--- config.mk ---
export PLATFORM = sky130hd
export DESIGN_NAME = mem_stage_hs
export DESIGN_NICKNAME = d
export VERILOG_FILES = /design/src/rtl/mem_stage_hs.sv
export SDC_FILE = /design/constraint.sdc
export NUM_CORES = 1
export LEC_CHECK = 0
export ABC_AREA = 1
export BUFFER_PORTS_ARGS = -buffer_cell sky130_fd_sc_hd__buf_2
export CORE_MARGIN = 1
export CORE_UTILIZATION = 50
export CTS_CLUSTER_DIAMETER = 200
export CTS_CLUSTER_SIZE = 24
export DETAILED_ROUTE_END_ITERATION = 12
export PLACE_DENSITY = 0.83
export SLEW_MARGIN = 20
export SYNTH_ARGS = -nofsm -noshare
export SYNTH_HDL_FRONTEND = slang
export SYNTH_SLANG_ARGS = --single-unit
--- constraint.sdc ---
create_clock -name clk -period 2.5 [get_ports clk]
set_clock_uncertainty 0.15 [all_clocks]
set_input_delay 0.125 -clock clk [delete_from_list [all_inputs] [get_ports clk]]
set_output_delay 0.125 -clock clk [all_outputs]
set_load 0.005 [all_outputs]
--- src/rtl/mem_stage_hs.sv ---
// mem_stage_hs: handshaked MEM stage. Registers one EX result, issues at most one
// data-memory access via req/gnt and rvalid, then presents one WB result.
module mem_stage_hs #(
  parameter int XLEN          = 32,
  parameter int ADDR_W        = 32,
  parameter bit MISALIGN_TRAP = 1'b1
) (
  input  logic              clk,
  input  logic              rst,
  input  logic              i_valid,
  output logic              o_ready,
  input  logic [4:0]        i_rd_addr,
  input  logic              i_rd_wr,
  input  logic [XLEN-1:0]   i_alu_out,
  input  logic [XLEN-1:0]   i_rs2_data,
  input  logic              i_load,
  input  logic              i_store,
  input  logic [2:0]        i_funct3,
  output logic              o_valid,
  output logic [4:0]        o_rd_addr,
  output logic              o_rd_wr,
  output logic [XLEN-1:0]   o_wb_data,
  output logic              o_misalign,
  output logic              o_stall,
  output logic              dm_req,
  output logic              dm_we,
  output logic [ADDR_W-1:0] dm_addr,
  output logic [XLEN/8-1:0] dm_web,
  output logic [XLEN-1:0]   dm_wdata,
  input  logic              dm_gnt,
  input  logic              dm_rvalid,
  input  logic [XLEN-1:0]   dm_rdata
);

  localparam int NB    = XLEN / 8;
  localparam int OFF_W = $clog2(NB);

  typedef enum logic [1:0] {S_IDLE, S_REQ, S_WAIT} state_t;

  state_t state, state_nxt;

  logic             accept;
  logic             is_mem;
  logic             illegal;
  logic             misal;
  logic             trap;
  logic [1:0]       sz;
  logic [3:0]       lowmask4;
  logic [OFF_W-1:0] sz_lowmask;
  logic [OFF_W-1:0] off_raw;
  logic [OFF_W-1:0] off_eff;

  logic [4:0]       rd_addr_p1;
  logic             rd_wr_p1;
  logic [2:0]       funct3_p1;
  logic [OFF_W-1:0] off_p1;
  logic [XLEN-1:0]  alu_p1;

  // Byte-lane mask for an access of 2**sz bytes starting at lane 0.
  function automatic logic [NB-1:0] byte_mask(input logic [1:0] s);
    logic [7:0] m;
    case (s)
      2'd0:    m = 8'h01;
      2'd1:    m = 8'h03;
      2'd2:    m = 8'h0F;
      default: m = 8'hFF;
    endcase
    return m[NB-1:0];
  endfunction

  // Replicate the low 2**s bytes of the store data across the whole bus.
  function automatic logic [XLEN-1:0] store_rep(input logic [XLEN-1:0] d, input logic [1:0] s);
    logic [XLEN-1:0] r;
    int              n;
    n = 1 << s;
    r = '0;
    for (int k = 0; k < NB; k++) r[k*8 +: 8] = d[(k % n)*8 +: 8];
    return r;
  endfunction

  // Pick the addressed bytes out of the returned word and sign/zero-extend them.
  function automatic logic [XLEN-1:0] load_extract(input logic [XLEN-1:0] rdata,
                                                   input logic [2:0]      f3,
                                                   input logic [OFF_W-1:0] off);
    logic        [XLEN-1:0] sh;
    logic signed [7:0]      sb;
    logic signed [15:0]     shw;
    logic signed [31:0]     sw;
    logic        [XLEN-1:0] r;
    sh  = rdata >> {off, 3'b000};
    sb  = sh[7:0];
    shw = sh[15:0];
    sw  = sh[31:0];
    case (f3)
      3'b000:  r = XLEN'(sb);
      3'b001:  r = XLEN'(shw);
      3'b010:  r = XLEN'(sw);
      3'b100:  r = XLEN'(sh[7:0]);
      3'b101:  r = XLEN'(sh[15:0]);
      3'b110:  r = XLEN'(sh[31:0]);
      default: r = sh;
    endcase
    return r;
  endfunction

  assign accept  = i_valid && (state == S_IDLE);
  assign o_ready = (state == S_IDLE);
  assign o_stall = ~o_ready;
  assign dm_req  = (state == S_REQ);

  // Decode size, alignment and legality of the instruction on the inputs.
  always_comb begin
    is_mem     = i_load | i_store;
    sz         = i_funct3[1:0];
    lowmask4   = 4'((4'd1 << sz) - 4'd1);
    sz_lowmask = lowmask4[OFF_W-1:0];
    off_raw    = i_alu_out[OFF_W-1:0];
    off_eff    = off_raw & ~sz_lowmask;
    misal      = |(off_raw & sz_lowmask);
    illegal    = (i_funct3 == 3'b111) ||
                 ((XLEN == 32) && ((i_funct3 == 3'b011) || (i_funct3 == 3'b110)));
    trap       = is_mem && (illegal || (misal && MISALIGN_TRAP));
  end

  // Next-state logic of the access sequencer.
  always_comb begin
    state_nxt = state;
    case (state)
      S_IDLE:  if (accept && is_mem && !trap) state_nxt = S_REQ;
      S_REQ:   if (dm_gnt) state_nxt = dm_we ? S_IDLE : S_WAIT;
      S_WAIT:  if (dm_rvalid) state_nxt = S_IDLE;
      default: state_nxt = S_IDLE;
    endcase
  end

  // State register; async reset abandons any outstanding access.
  always_ff @(posedge clk or negedge rst) begin
    if (!rst) state <= S_IDLE;
    else      state <= state_nxt;
  end

  // ---- stage p1: capture the accepted instruction for later WB ----
  always_ff @(posedge clk) begin
    if (accept) begin
      rd_addr_p1 <= i_rd_addr;
      rd_wr_p1   <= i_rd_wr;
      funct3_p1  <= i_funct3;
      off_p1     <= off_eff;
      alu_p1     <= i_alu_out;
    end
  end

  // ---- stage p2: memory interface registers and registered WB outputs ----
  always_ff @(posedge clk or negedge rst) begin
    if (!rst) begin
      o_valid    <= 1'b0;
      o_misalign <= 1'b0;
      o_rd_addr  <= '0;
      o_rd_wr    <= 1'b0;
      o_wb_data  <= '0;
      dm_we      <= 1'b0;
      dm_addr    <= '0;
      dm_web     <= '1;
      dm_wdata   <= '0;
    end else begin
      o_valid    <= 1'b0;
      o_misalign <= 1'b0;
      case (state)
        S_IDLE: begin
          if (accept) begin
            if (!is_mem || trap) begin
              o_valid    <= 1'b1;
              o_misalign <= trap;
              o_rd_addr  <= i_rd_addr;
              o_rd_wr    <= i_rd_wr && !is_mem;
              o_wb_data  <= i_alu_out;
            end else begin
              dm_we   <= i_store;
              dm_addr <= {i_alu_out[ADDR_W-1:OFF_W], {OFF_W{1'b0}}};
              if (i_store) begin
                dm_web   <= ~(byte_mask(sz) << off_eff);
                dm_wdata <= store_rep(i_rs2_data, sz);
              end else begin
                dm_web   <= '1;
              end
            end
          end
        end
        S_REQ: begin
          if (dm_gnt && dm_we) begin
            o_valid   <= 1'b1;
            o_rd_addr <= rd_addr_p1;
            o_rd_wr   <= 1'b0;
            o_wb_data <= alu_p1;
          end
        end
        S_WAIT: begin
          if (dm_rvalid) begin
            o_valid   <= 1'b1;
            o_rd_addr <= rd_addr_p1;
            o_rd_wr   <= rd_wr_p1;
            o_wb_data <= load_extract(dm_rdata, funct3_p1, off_p1);
          end
        end
        default: ;
      endcase
    end
  end

endmodule
==> run summary, run 1 <==
The run finished, with violations left. The checks that failed: negative hold slack, negative setup slack. The number of antenna violations at the first check in global routing is 0, and the summed area of non-filler cells in the final layout is 11690 um2. Counting flops and latches in the post-synthesis netlist gives 152. The floorplan step defined a die boundary enclosing 16840 um2. In this run the most critical hold path is launched from i_rs2_data[28]. Among the stages of the critical path, the cell type that occurs most often is sky130_fd_sc_hd__nand2_2.

Summed over all layers, the global routing overflow is 0. In the post-synthesis netlist, the biggest area contributors are sky130_fd_sc_hd__dfrtp_1 32%, sky130_fd_sc_hd__edfxtp_1 16%, sky130_fd_sc_hd__nand2_1 14%, sky130_fd_sc_hd__o21ai_0 6.2%, sky130_fd_sc_hd__a21oi_1 4.5%. The tools report the number of cells produced by synthesis as 999. The met1 demand-to-capacity share in global routing is 0.3777. Yosys printed 0 warnings. Number of DRC markers in iteration 0: 903. After floorplanning, the core was sized to cover 15890 um2.

Traced cell by cell, the critical path runs through buf_8, buf_12, ha_1, ha_2, a21oi_4, nand2_2, a21oi_4, nand4_4, nand2_2, nand2_1, nand2_2, nand2_2, nor2_4, nand3_2, nand2_2, nand4_1, nand3_4, nand2_4, inv_4, nand2_1, nand3_1, nand2_1, nand2_1. Entering global routing, the biggest net connects 57 pins. The final core utilization came out at 0.7360. The number of buffers inserted by port buffering was 221.

Post-route worst hold slack: -11.30 ps. For hold timing, the worst endpoint is dm_wdata[20]. The cell taking the most area after synthesis is sky130_fd_sc_hd__dfrtp_1. The final cycle utilization of the critical path came out at 1.055.

The number of max-cap violations is 0. The remaining number of nets flagged by the antenna check after routing is 0. Using the TritonRoute via totals, the vias-per-cell ratio works out to 5.652. For the pin with the worst max-slew slack, the measured transition is 584.0 ps.

The final routed wire length divided by cell count works out to 17.80 um. The via count of the first global-routing pass was 8287. Among all stages on the critical path, the largest delay is contributed by sky130_fd_sc_hd__ha_2. The first-pass detailed-route iteration total is 5, and the number of placed cells counting well taps is 1452.

The net count of the finished layout is 1469. The number of cells on the worst hold path was 4; the length in cells of the worst reg-to-reg path was 9. The maximum count of clock buffers along a single path was 2. The global-route total usage across every layer was 0.3270; the sequential share of the synthesized area was 0.4930. Clock-pin slew was measured on the worst setup and hold paths at 70 ps.

The area of the multi-input gates is 3867 um2. For the data required time of the critical path, the log shows 2710 ps. Setup repair after global routing could not meet its margin everywhere.

The via total after detailed routing is 8868, and the area used by sequential logic in the layout is 4024 um2. The share of cells above drive strength 1 was 0.3097. Summing all placed instances gives a cell area of 10030 um2.

The count of cell types in the netlist was 48. The global-route wire length before repair is 41800 um. The area share of the largest cell type after synthesis is 0.3219. At the end of routability-driven placement, the weighted congestion stood at 0.9502.

After synthesis the cells add up to 8162 um2. The capture instance of the worst register-to-register path was o_wb_data[26]. Data arrives at the worst endpoint at 2850 ps. The logs give 0.5738 for the fraction of met2 tracks used by global routing and 224 for the boundary pin count. After global routing, the most crowded layer is met2.

For this design the ratio of total power to cell area is 1019 nW/um2. The tools report the relative slew slack as 0.6103. In the post-synthesis netlist, the cell with the most instances is sky130_fd_sc_hd__nand2_1. For the worst supply voltage drop on vdd, the log shows 0.5656 mV. The number of enable-type register cells in the synthesized netlist was 43. The floorplan step set the die width to 129.8 um. For this block, the routed nets add up to 27930 um of wire. Clock tree synthesis selected as its root buffer the cell sky130_fd_sc_hd__clkbuf_16. The family with the most delay on the worst path is simple AND/OR/NAND/NOR gates. The most common flop cell mapped by yosys is sky130_fd_sc_hd__dfrtp_1. The run gives 379.0 MHz as the maximum operating frequency.

The largest fanout on the critical path works out to 7. Summed over all nets, the half-perimeter wirelength after detailed placement is 18410 um. The floorplan has 46 rows. The async set-or-reset flop fraction in the synthesized netlist was 0.7171.

The run gives 2 as the final hold violation count. The startpoint identified for the worst register-to-register timing path is off_p1[1]. The count of buffer and inverter cells on the critical path was 3; the met3 layer usage reported by global route was 0.07011.

The least setup slack across all paths after layout was -138.2 ps. By count the netlist is led by 305 x sky130_fd_sc_hd__nand2_1, 105 x sky130_fd_sc_hd__dfrtp_1, 101 x sky130_fd_sc_hd__o21ai_0, 81 x sky130_fd_sc_hd__inv_1, 73 x sky130_fd_sc_hd__a21oi_1. In this design, the stage delay of the slowest critical-path cell is 210 ps. At the later pin of the worst-skew pair, clock insertion delay measures 420 ps. The total negative setup slack is -1389 ps. The tools report the capturing element type of the critical path as a flip-flop.

The worst setup path is of the input port to flip-flop kind. The leakage power summed over all cells came out at 5.784 nW. The average instance in the mapped netlist occupies 8.170 um2. In the routed design, unresolved DRC markers number 0.

The floorplan die height came out at 129.8 um. The finished layout holds 1569 standard cells, fillers aside. For the starting utilization of the core area, the log shows 0.5138. Across all register-to-register paths, the minimum setup slack is 250 ps. The kind of path behind the tightest hold check was input port to flip-flop. The run gives 11.92 mW as the power consumption. The H-tree was split into 4 levels. Setup violations remaining at the end of the flow were counted as 15. For the number of clock sinks seen by CTS, the log shows 152.

TritonCTS built the clock tree. The number of antenna diodes in the final layout is 0. The worst setup path is launched from an input port. For the final-report max-slew violation count, the log shows 0.

The growth of design area from synthesis to finish works out to 43.25%. The final critical-path required period works out to 2638 ps. For the number of buffers inserted during clock tree synthesis, the log shows 17. OpenSTA, run right after detailed placement, puts the worst setup slack at -507.8 ps. Filler cell count: 1101.
## how the worst max path moves through the flow
| stage | end | slack (ps) | from | cells past startpoint |
|---|---|---|---|---|
| 2_1_floorplan | dm_wdata[0] | -70 | i_funct3[1] | 22 |
| 3_3_place_gp | dm_wdata[3] | -370 | i_funct3[0] | 23 |
| 3_5_place_dp | dm_wdata[6] | -510 | i_funct3[0] | 23 |
| 4_1_cts | dm_wdata[6] | 3 | i_funct3[1] | 23 |
| 5_1_grt | dm_wdata[4] | -320 | i_funct3[1] | 24 |
| 6_report | dm_wdata[4] | -140 | i_funct3[1] | 23 |
## worst register-to-register path: cells and delay by family, from the launching register on
kind            cells  cell delay [ps]
simple gates        3              450
flops               1              410
buf+inv             2              540
compound gates      4              630
## flip-flops by register name, summed over array words and instances, names as in the netlist
| signal | count |
|---|---|
| state | 2 |
| o_rd_wr | 1 |
| alu_p1 | 32 |
| funct3_p1 | 3 |
| dm_web | 4 |
| rd_wr_p1 | 1 |
| dm_addr | 30 |
| o_misalign | 1 |
| o_valid | 1 |
| rd_addr_p1 | 5 |
| o_rd_addr | 5 |
| o_wb_data | 32 |
| off_p1 | 2 |
| dm_we | 1 |
| dm_wdata | 32 |
## cell usage in the layout, fill, tap and decap left out, drive strengths merged, types with 2 or more instances in the layout
cell           n
o21ai        103
edfxtp        43
clkinv         6
nor3           2
a31oi         14
nor2          37
clkbuf        19
clkinvlp       3
o31ai          2
a21oi         75
a221oi         9
dlygate4sd3   72
nand3         64
ha            17
dfrtp        105
o211ai        13
o311ai         2
bufinv         2
mux2i          7
nand4          8
nand2        312
a22o           4
mux2           8
conb           2
nor4           2
o22ai          8
dfstp          4
a32o          10
buf          307
inv           86
## power breakdown
part           internal, mW  switching (mW)
combinational          2.09            3.07
clock                  1.53            1.11
sequential             3.60           0.516
total                  7.22            4.70
## layer usage
layer,share of wire,vias to the layer above
li1,-,4073
met1,0.37,4157
met2,0.50,540
met3,0.088,98
met4,0.045,0
met5,0,-
## timing repair
action,CTS,global route
resized for setup,13,50
setup endpoints to repair,19,34
hold endpoints to repair,171,0
setup buffers,4,8
cloned,1,0
hold buffers,72,0
pin swaps,12,16
## layout make-up
type,instances,area share
timing repair buffer,379,0.2215
clock inverter,13,0.01391
inverter,84,0.02857
clock buffer,19,0.03789
tap,216,0.02312
sequential,152,0.3442
multi-input combinational,706,0.3308
## kinds of logic after synthesis
| logic type | synth area share |
|---|---|
| muxes | 0.01962 |
| and+or+nand+nor | 0.2178 |
| adders and majority gates | 0.02606 |
| DFF | 0.4930 |
| other | 0.0004595 |
| AOI/OAI and AO/OA | 0.1754 |
| buffers and inverters | 0.06761 |
Note: power is estimated with default switching activity, not from simulation.
==> run 2: changes to the inputs <==
--- a/config.mk
+++ b/config.mk
@@ -7,8 +7,9 @@
 export LEC_CHECK = 0
 export ABC_AREA = 1
 export BUFFER_PORTS_ARGS = -buffer_cell sky130_fd_sc_hd__buf_2
-export CORE_MARGIN = 1
+export CORE_ASPECT_RATIO = 0.75
 export CORE_UTILIZATION = 50
+export CTS_BUF_LIST = sky130_fd_sc_hd__clkbuf_2
 export CTS_CLUSTER_DIAMETER = 200
 export CTS_CLUSTER_SIZE = 24
 export DETAILED_ROUTE_END_ITERATION = 12
==> run 2 against run 1 <==
The run now ends clean. Sequential share of layout area decreased by 0.64 points. Clock power decreased by 46%. Utilization increased by 1.0 points. Routed wire length increased by 8.8%. Critical path depth decreased by 12. Register-to-register slack got worse by 220 ps. Maximum frequency increased by 6.8%.
==> run summary, run 2 (synthesized netlist as in run 1, its figures left out) <==
The run gives 5.899 nW (+2.0%) as the leakage power summed over all cells. Total grt overflow: 0 (unchanged). The post-placement setup slack is -491.3 ps (+16.47 ps).

The run finished with clean final reports. Buffer cell driving the clock tree root: sky130_fd_sc_hd__clkbuf_2. The logs give 9643 (+8.7%) for the via total after detailed routing and 3 (+3) for the number of antenna violations at the first check in global routing. Launch instance of the worst min-delay path: i_alu_out[11]. The tools report the post-route worst hold slack as 88.30 ps (+99.60 ps). The core outline area was 15970 um2 (+0.50%); the clock-pin slew reported for the worst setup and hold paths after clock tree synthesis was 230 ps (+160 ps). For the reported net switching power, the log shows 4.766 mW (+1.4%). The worst setup path is captured at a flip-flop.

The share of cells above drive strength 1 is 0.2591 (-0.05058). The total negative setup slack was 0 ps (+1389 ps); the final routed wire length divided by cell count was 18.53 um (+4.1%). The die boundary width is 149.5 um (+15%), and the summed area of non-filler cells in the final layout is 11910 um2 (+1.9%).

Power per cell area: 921.3 nW/um2 (-9.6%). The count of non-filler cells in the finished layout is 1640 (+4.5%), and the maximum operating frequency is 404.9 MHz (+6.8%). The critical path goes through buf_4, nand2_1, o21ai_0, a22oi_1, nand2_1, o311ai_2, buf_4, nand3_1, a21oi_1, o21ai_0, nand2_1. The cell family contributing the most delay on the critical path is compound AO/OA/AOI/OAI gates. The tools report the filler cell count as 1080 (-1.9%). The floorplan die height works out to 112.6 um (-13%).

The area of the multi-input gates came out at 3680 um2 (-4.9%). TritonCTS built the clock tree. The relative slew slack is 0.3609 (-0.2493), and the final critical-path required period is 2470 ps (-168.5 ps). For the sequential group share of total power, the log shows 0.376 (+0.031).

The routed wire length was 30390 um (+8.8%); the global-route wire length before repair was 47930 um (+15%). The least setup slack across all paths after layout came out at 30.28 ps (+168.5 ps). In the layout the commonest cells are 302 x sky130_fd_sc_hd__nand2_1, 220 x sky130_fd_sc_hd__buf_2, 165 x sky130_fd_sc_hd__dlygate4sd3_1. The logs give 40 (-13%) for the floorplan row count and 224 (unchanged) for the boundary pin count. The worst stage delay on the critical path is 460 ps (+250 ps), and the number of cells on the worst hold path is 4 (unchanged). The tools report the final hold violation count as 0 (-2).

The largest fanout on the critical path is 16 (+9), and the starting utilization of the core area is 0.5112 (-0.002577). Leaving out fill and tap cells, the most frequent cell in the layout is sky130_fd_sc_hd__nand2_1. The via count of the first global-routing pass is 9209 (+11%), and the instance area after placement is 9997 um2 (-0.32%). For the number of placed cells counting well taps, the log shows 1441 (-0.76%). The global-route total usage across every layer came out at 0.3714 (+0.04434).

For the final number of setup-violating endpoints, the log shows 0 (-15). The worst register-to-register path begins at off_p1[0]. The clock insertion delay at the later pin of the skew report came out at 740 ps (+320 ps). For the final core utilization, the log shows 0.7462 (+0.01026). The run gives 0 (unchanged) as the count of unresolved DRC violations after routing. The kind of path behind the tightest hold check was input port to flip-flop. The tools report the number of clock sinks seen by CTS as 152 (unchanged). The slew at the pin with the worst max-slew slack was 955.4 ps (+371.5 ps). The switching fraction of total power is 0.4343 (+0.03970). Combinational share of power: 0.495 (+0.062).

First-pass detailed-route iteration total: 9 (+4). The detailed-route vias per instance was 5.880 (+4.0%); the total die area was 16840 um2 (about the same). The detailed-placement wirelength estimate was 17720 um (-3.8%); the internal power component was 6.210 mW (-14%). The final cycle utilization of the critical path was 0.9879 (-0.06739). The slowest stage of the critical path belongs to the cell sky130_fd_sc_hd__edfxtp_1. The number of buffers inserted by port buffering is 221 (unchanged), and the arrival time reported for the critical path endpoint is 3010 ps (+160 ps). Setup repair after global routing left no endpoint under its margin. The final-report max-slew violation count is 0 (unchanged).

The clock network fraction of total power came out at 0.129 (-0.093). The maximum count of clock buffers along a single path is 2 (unchanged). In the final layout, the registers with the most flip-flops are alu_p1: 32 flops, dm_wdata: 32 flops, o_wb_data: 32 flops. Count of buffer and inverter cells on the critical path: 2 (-1). For the global placement routability congestion, the log shows 0.9544 (+0.44%). The worst setup path is launched from a flip-flop.

Worst supply voltage drop on vdd: 0.8468 mV (+50%). The maximum number of pins on one net before global-route repair was 59 (+3.5%). The total number of nets in the final design was 1545 (+5.2%). The area used by sequential logic in the layout came out at 4024 um2 (unchanged). Tracing the worst setup path back leads to its startpoint at off_p1[0]. The power consumption came out at 10.98 mW (-7.9%).

Number of buffers inserted during clock tree synthesis: 17 (unchanged). The most numerous cell on the critical path is sky130_fd_sc_hd__nand2_1. Number of max-cap violations: 0 (unchanged). The length in cells of the worst reg-to-reg path was 11 (+2); the number of DRC markers in iteration 0 was 1481 (+64%).

The setup path with the least slack is of type flip-flop to flip-flop. The depth of the critical timing path with buffers and inverters included is 11 (-52%). Compared with the post-synthesis result, the final layout area differs by 45.98%.

The number of levels in the clock H-tree is 4 (unchanged), and the data required time of the critical path is 3040 ps (+330 ps). The remaining number of nets flagged by the antenna check after routing is 0 (unchanged).
run 2: cell types whose count changed in the layout (fill, tap and decap cells not counted), moves of 4 or more:
cell                            previous run  this run
sky130_fd_sc_hd__nand2_2                  17         7
sky130_fd_sc_hd__nand3_1                  57        61
sky130_fd_sc_hd__buf_4                    77        63
sky130_fd_sc_hd__o21ai_0                  92        98
sky130_fd_sc_hd__nand2_1                 290       302
sky130_fd_sc_hd__clkbuf_2                  0        17
sky130_fd_sc_hd__o21ai_1                   9         4
sky130_fd_sc_hd__clkbuf_16                17         0
sky130_fd_sc_hd__dlygate4sd3_1            72       165
run 2: cell type report:
cell class              count  share of cell area
multi-input cells         705              0.3089
flip-flops and latches    152              0.3377
diodes                      2           0.0004201
well taps                 210             0.02205
inverters                  84             0.02773
repair buffers            456              0.2834
clock inverters            14             0.01260
clock buffers              17            0.007141
run 2: metal layers:
layer / up-vias / wire length, um / track usage
met5: - / 0 / 0
met4: 0 / 1843 / 0.1952
met3: 209 / 3644 / 0.1167
met2: 776 / 13470 / 0.5648
met1: 4441 / 11430 / 0.4737
li1: 4217 / - / -
run 2: worst paths after layout:
path	endpoint	slack, ps
min reg2reg	dm_addr[3]	350
min in group asynchronous	o_wb_data[13]	350
max in group asynchronous	dm_wdata[6]	340
max reg2reg	o_wb_data[16]	30
max	o_wb_data[16]	30
min	dm_addr[11]	90
run 2: repair_timing:
item / 4_1_cts / 5_1_grt
endpoints found under the setup margin: 0 / 8
setup buffers: 0 / 1
hold buffers: 165 / 0
gates resized for setup: 0 / 8
endpoints found under the hold margin: 304 / 0
run 2: tightest hold or removal path, stage by stage:
cell and delay, ps:
sky130_fd_sc_hd__dlygate4sd3_1 540, sky130_fd_sc_hd__buf_2 140, sky130_fd_sc_hd__inv_1 40, sky130_fd_sc_hd__o21ai_0 70
run 2: power by group through the flow:
stage          Clock (mW)  Combinational, mW  Sequential (mW)
4_1_cts              1.41               5.10             4.07
5_1_grt              1.53               5.95             4.20
3_3_place_gp            0               4.71             4.10
6_report             1.42               5.43             4.13
2_1_floorplan           0               2.76             4.14
3_5_place_dp            0               4.86             4.11
